<file path="src/rtl/uart_tx_arbiter.sv">
// Round-robin arbiter sharing one uart_tx serializer among N_REQ byte producers.
// One grant per frame. A watchdog abandons a frame whose done pulse never arrives.
module uart_tx_arbiter #(
    parameter int unsigned N_REQ          = 4,
    parameter int unsigned TIMEOUT_CYCLES = 5208,
    localparam int unsigned ID_W          = $clog2(N_REQ)
) (
    input  logic                 clock,
    input  logic                 reset,
    input  logic [N_REQ-1:0]     req,
    input  logic [8*N_REQ-1:0]   req_data,
    output logic [N_REQ-1:0]     ack,
    output logic [ID_W-1:0]      grant_id,
    output logic                 busy,
    output logic                 timeout_err,
    output logic [7:0]           tx_readdata,
    output logic                 tx_enable,
    input  logic                 tx_active,
    input  logic                 tx_done
);

    localparam int unsigned CNT_W = (TIMEOUT_CYCLES > 1) ? $clog2(TIMEOUT_CYCLES) : 1;

    typedef enum logic [1:0] {
        IDLE,
        START,
        WAIT
    } state_t;

    state_t             state;
    logic [ID_W-1:0]    last;
    logic [ID_W-1:0]    winner;
    logic [7:0]         winner_data;
    logic [CNT_W-1:0]   count;
    logic               tx_stuck;

    // Search last+1, last+2, ... wrapping at N_REQ; first requesting slot wins.
    always_comb begin
        logic        found;
        int unsigned idx;
        found  = 1'b0;
        idx    = 0;
        winner = '0;
        for (int unsigned off = 1; off <= N_REQ; off++) begin
            idx = 32'(last) + off;
            if (idx >= N_REQ) begin
                idx = idx - N_REQ;
            end
            if (!found && req[ID_W'(idx)]) begin
                found  = 1'b1;
                winner = ID_W'(idx);
            end
        end
    end

    always_comb begin
        winner_data = '0;
        for (int unsigned i = 0; i < N_REQ; i++) begin
            if (winner == ID_W'(i)) begin
                winner_data = req_data[8*i +: 8];
            end
        end
    end

    always_ff @(posedge clock or negedge reset) begin
        if (!reset) begin
            state       <= IDLE;
            last        <= ID_W'(N_REQ - 1);
            grant_id    <= '0;
            ack         <= '0;
            busy        <= 1'b0;
            timeout_err <= 1'b0;
            tx_readdata <= '0;
            tx_enable   <= 1'b0;
            count       <= '0;
            tx_stuck    <= 1'b0;
        end else begin
            ack         <= '0;
            tx_enable   <= 1'b0;
            timeout_err <= 1'b0;
            if (tx_done) begin
                tx_stuck <= 1'b0;
            end
            case (state)
                IDLE: begin
                    if (|req) begin
                        tx_readdata <= winner_data;
                        grant_id    <= winner;
                        last        <= winner;
                        ack         <= N_REQ'(1) << winner;
                        tx_enable   <= 1'b1;
                        busy        <= 1'b1;
                        state       <= START;
                    end
                end
                START: begin
                    count <= '0;
                    state <= WAIT;
                end
                WAIT: begin
                    if (tx_done) begin
                        busy  <= 1'b0;
                        state <= IDLE;
                    end else if (count == CNT_W'(TIMEOUT_CYCLES - 1)) begin
                        busy     <= 1'b0;
                        tx_stuck <= 1'b1;
                        state    <= IDLE;
                    end else begin
                        count <= count + 1'b1;
                        // Registered one cycle early so the pulse coincides with the
                        // final WAIT cycle and busy falls on the cycle after it.
                        timeout_err <= (count == CNT_W'(TIMEOUT_CYCLES - 2));
                    end
                end
                default: state <= IDLE;
            endcase
        end
    end

    a_ack_onehot: assert property (@(posedge clock) disable iff (!reset) $onehot0(ack));

    // The serializer must be idle when started, unless a previous frame was abandoned.
    a_start_idle: assert property (@(posedge clock) disable iff (!reset)
        (tx_enable && !tx_stuck) |-> !tx_active);

endmodule
</file>
<file path="config.mk">
export PLATFORM = sky130hd
export DESIGN_NAME = uart_tx_arbiter
export DESIGN_NICKNAME = d
export VERILOG_FILES = /design/src/rtl/uart_tx_arbiter.sv
export SDC_FILE = /design/constraint.sdc
export NUM_CORES = 1
export LEC_CHECK = 0
export BUFFER_PORTS_ARGS = -buffer_cell sky130_fd_sc_hd__buf_2
export CAP_MARGIN = 40
export CELL_PAD_IN_SITES_DETAIL_PLACEMENT = 1
export CELL_PAD_IN_SITES_GLOBAL_PLACEMENT = 2
export CORE_MARGIN = 3
export CORE_UTILIZATION = 25
export CTS_CLUSTER_DIAMETER = 100
export DETAILED_ROUTE_END_ITERATION = 12
export GPL_ROUTABILITY_DRIVEN = 1
export PLACE_DENSITY = 0.7
export SLEW_MARGIN = 15
export SYNTH_ARGS = -nofsm -noshare
export SYNTH_HDL_FRONTEND = slang
export SYNTH_SLANG_ARGS = --single-unit
</file>
<file path="constraint.sdc">
create_clock -name clock -period 2.2 [get_ports clock]
set_input_delay 0.33 -clock clock [delete_from_list [all_inputs] [get_ports clock]]
set_output_delay 0.33 -clock clock [all_outputs]
set_load 0.01 [all_outputs]
</file>
==> results.ini <==
[timing]
fin_skew_ps = 8.071
setup_slack_ps = 159.3
final.setup.tns_ps = 0
finalMaxSlewViolations = 0
finalHoldViolations = 0
relSlewSlack = 0.7548
finalCriticalPeriod_ps = 2041
fmax_mhz = 490.0
finalSetupViolCount = 0
tightest_slew_ps = 367.0
rsz0062_at_grt = false
finalCritPeriodShare = 0.9276

[route]
vias = 1599
dr.first_iter.drc_count = 42
avgViaCountPerCell = 4.703
postRouteAntennaNets = 0
wirelength_mm = 4.811
first_pass_iters = 4
wl_per_cell_um = 14.15
drc_errors = 0

[logic_synthesis]
yosys_warnings = 0
netlist_instances = 179
syn_area_per_cell_um2 = 9.779
syn-num-nets = 221
ys_seq_area_frac = 0.4875
synth-async-reset-ratio = 1.000
ys.flop_type = dfrtp_1
synth_edf_count = 0
syn_area_um2 = 1750
synth_seq_cells = 34
synth_cell_type_count = 39

[placed_design]
portBuffers = 55
place.gp.congestion = 0.7412
postPlaceCellArea_um2 = 2182
pre_cts_slack_ps = 156.9
dp.final_hpwl_mm = 3.651

[global_routing]
overflow = 0
antenna_found_initial = 0
busiest_layer = met2
grt_max_degree = 35
use_met2 = 0.2094
grtUsageMet3 = 0.04927
grt_pass1_wl_mm = 8.535
grt_pass1_vias = 1688
gr-usage-met1 = 0.1843
grt_usage = 0.1373

[worst_setup_path]
start_kind = register
endpoint_kind = register
reg2reg_setup_slack_ps = 160
cp-startpoint = count[1]
path_max_fanout = 6
arrival_ps = 2210
r2r-start = count[1]
crit_type = reg2reg
rr_endpoint = count[8]
crit_chain = ha_1 -> inv_1 -> o41a_1 -> and2_1 -> and3_1 -> a211o_1
worstRegToRegCells = 6
crit_slowest_cell = o41a_1
crit_required_ps = 2370
crit_path_max_incr_delay_ps = 490

[clock_tree]
clkTransAtPathRegs_ps = 80
clock-root-buffer = clkbuf_8
cts_setup_buffers = 0
clkSinkCount = 34
cts_tree = yes
numCtsBuffers = 5
cts-htree-levels = 2
clkLatencyLatePin_ps = 290
clockBufferDepth = 2

[power]
switching_share = 0.3993
powerDensity_nw_per_um2 = 1080
p_int_mw = 1.494
p_sw_mw = 0.9932
p_clk_frac = 0.191
finalPower_mw = 2.487
cellLeakagePower_nw = 1.157
comb_power_share = 0.424
seq_power_share = 0.385
max-vdd-ir-drop_uv = 376.5

[min_path]
worstHoldPathCells = 3
hold_class = in2reg
worstHoldEndpoint = tx_readdata[7]
hp-start = req_data[7]

[cells_and_area]
final_cell_mix = buf_2, dfrtp_1, nand2_1, mux2i_1, inv_1
layout.nets = 288
multi_input_area_um2 = 813.3
final_common_cell = buf_2
seqCellArea_um2 = 853.3
areaGrowthSynthToFinish_pct = 31.52
insertedDiodeCount = 0
fin_area_um2 = 2302
fill_cells = 797
drive_gt1_frac = 0.3077

[floorplanning]
die_h_um = 89.68
core_um2 = 6568
initial_core_util = 0.2665
ios = 57
num_rows = 29
die-area_um2 = 8042
die_w_um = 89.68

[outcome]
outcome = finished clean

[run]
maxCapViolations = 0

## stage by stage
step,utilization,std cells,hold WS [ps]
finish,0.3505,340,359.4
global route,0.3505,340,366.5
CTS,0.3460,338,155.8
detailed placement,0.3323,330,474.5
global placement,0.3323,330,465.9
floorplan,-,179,34.41
## logic make-up after synthesis
| group | Yosys count | share of synthesized area |
|---|---|---|
| XOR/XNOR | 1 | 0.005004 |
| flip-flops | 34 | 0.4875 |
| AO/OA/AOI/OAI | 40 | 0.1566 |
| buffers and inverters | 21 | 0.05003 |
| multiplexers | 18 | 0.1029 |
| AND/OR/NAND/NOR | 63 | 0.1837 |
| adder cells (fa/ha/maj) | 2 | 0.01429 |
## metal layers
layer / routed length (µm) / part of all wire
met1: 2261 / 0.47
met2: 2141 / 0.45
met3: 344 / 0.072
met4: 63 / 0.013
met5: 0 / 0
## cell usage after synthesis (3+ instances only)
master / instances / share of area
dfrtp_1: 32 / 0.46
nand2_1: 21 / 0.045
mux2i_1: 18 / 0.10
inv_1: 15 / 0.032
nand3_1: 9 / 0.026
o21ai_0: 9 / 0.026
o221ai_1: 9 / 0.045
a21oi_1: 8 / 0.023
nor2_1: 7 / 0.015
and3_1: 4 / 0.014
nand2b_1: 4 / 0.014
nor3_1: 4 / 0.011
a31oi_1: 3 / 0.011
clkbuf_1: 3 / 0.0064
## registers in the layout (all words and copies together), names as in the netlist
name,flops
count,13
tx_readdata,8
ack,4
grant_id,2
last,2
state,2
busy,1
timeout_err,1
tx_enable,1
## worst max path at each step
| stage | endpoint | slack (ps) |
|---|---|---|
| finish | count[8] | 160 |
| floorplan | count[8] | 220 |
| global route | count[5] | 6 |
| global placement | count[8] | 180 |
| detailed placement | count[8] | 160 |
| CTS | count[8] | 140 |
## power by group through the flow
stage | clock network, mW | registers [mW] | logic [mW]
finish | 0.474 | 0.958 | 1.06
global route | 0.531 | 0.995 | 1.21
CTS | 0.500 | 0.959 | 1.08
detailed placement | 0 | 0.964 | 1.08
global placement | 0 | 0.962 | 1.07
floorplan | 0 | 1.01 | 0.579
## area by class of cell
cell class | count | area share
clock buffers | 5 | 0.02989
clock inverters | 3 | 0.009239
inverters | 15 | 0.02446
multi-input cells | 124 | 0.3533
flip-flops and latches | 34 | 0.3707
well taps | 93 | 0.05054
repair buffers | 66 | 0.1620
## critical path, delay by kind of cell (launching register included)
family | cells | cell delay, ps
and+or+nand+nor | 2 | 460
AOI/OAI and AO/OA | 2 | 750
adders and majority gates | 1 | 230
buffers and inverters | 1 | 70
DFF | 1 | 410
## repair_timing
action / CTS / global route
resized for setup: 0 / 0
hold endpoints to repair: 0 / 8
hold buffers: 0 / 1
No activity file was read; power rests on OpenSTA's default activity.
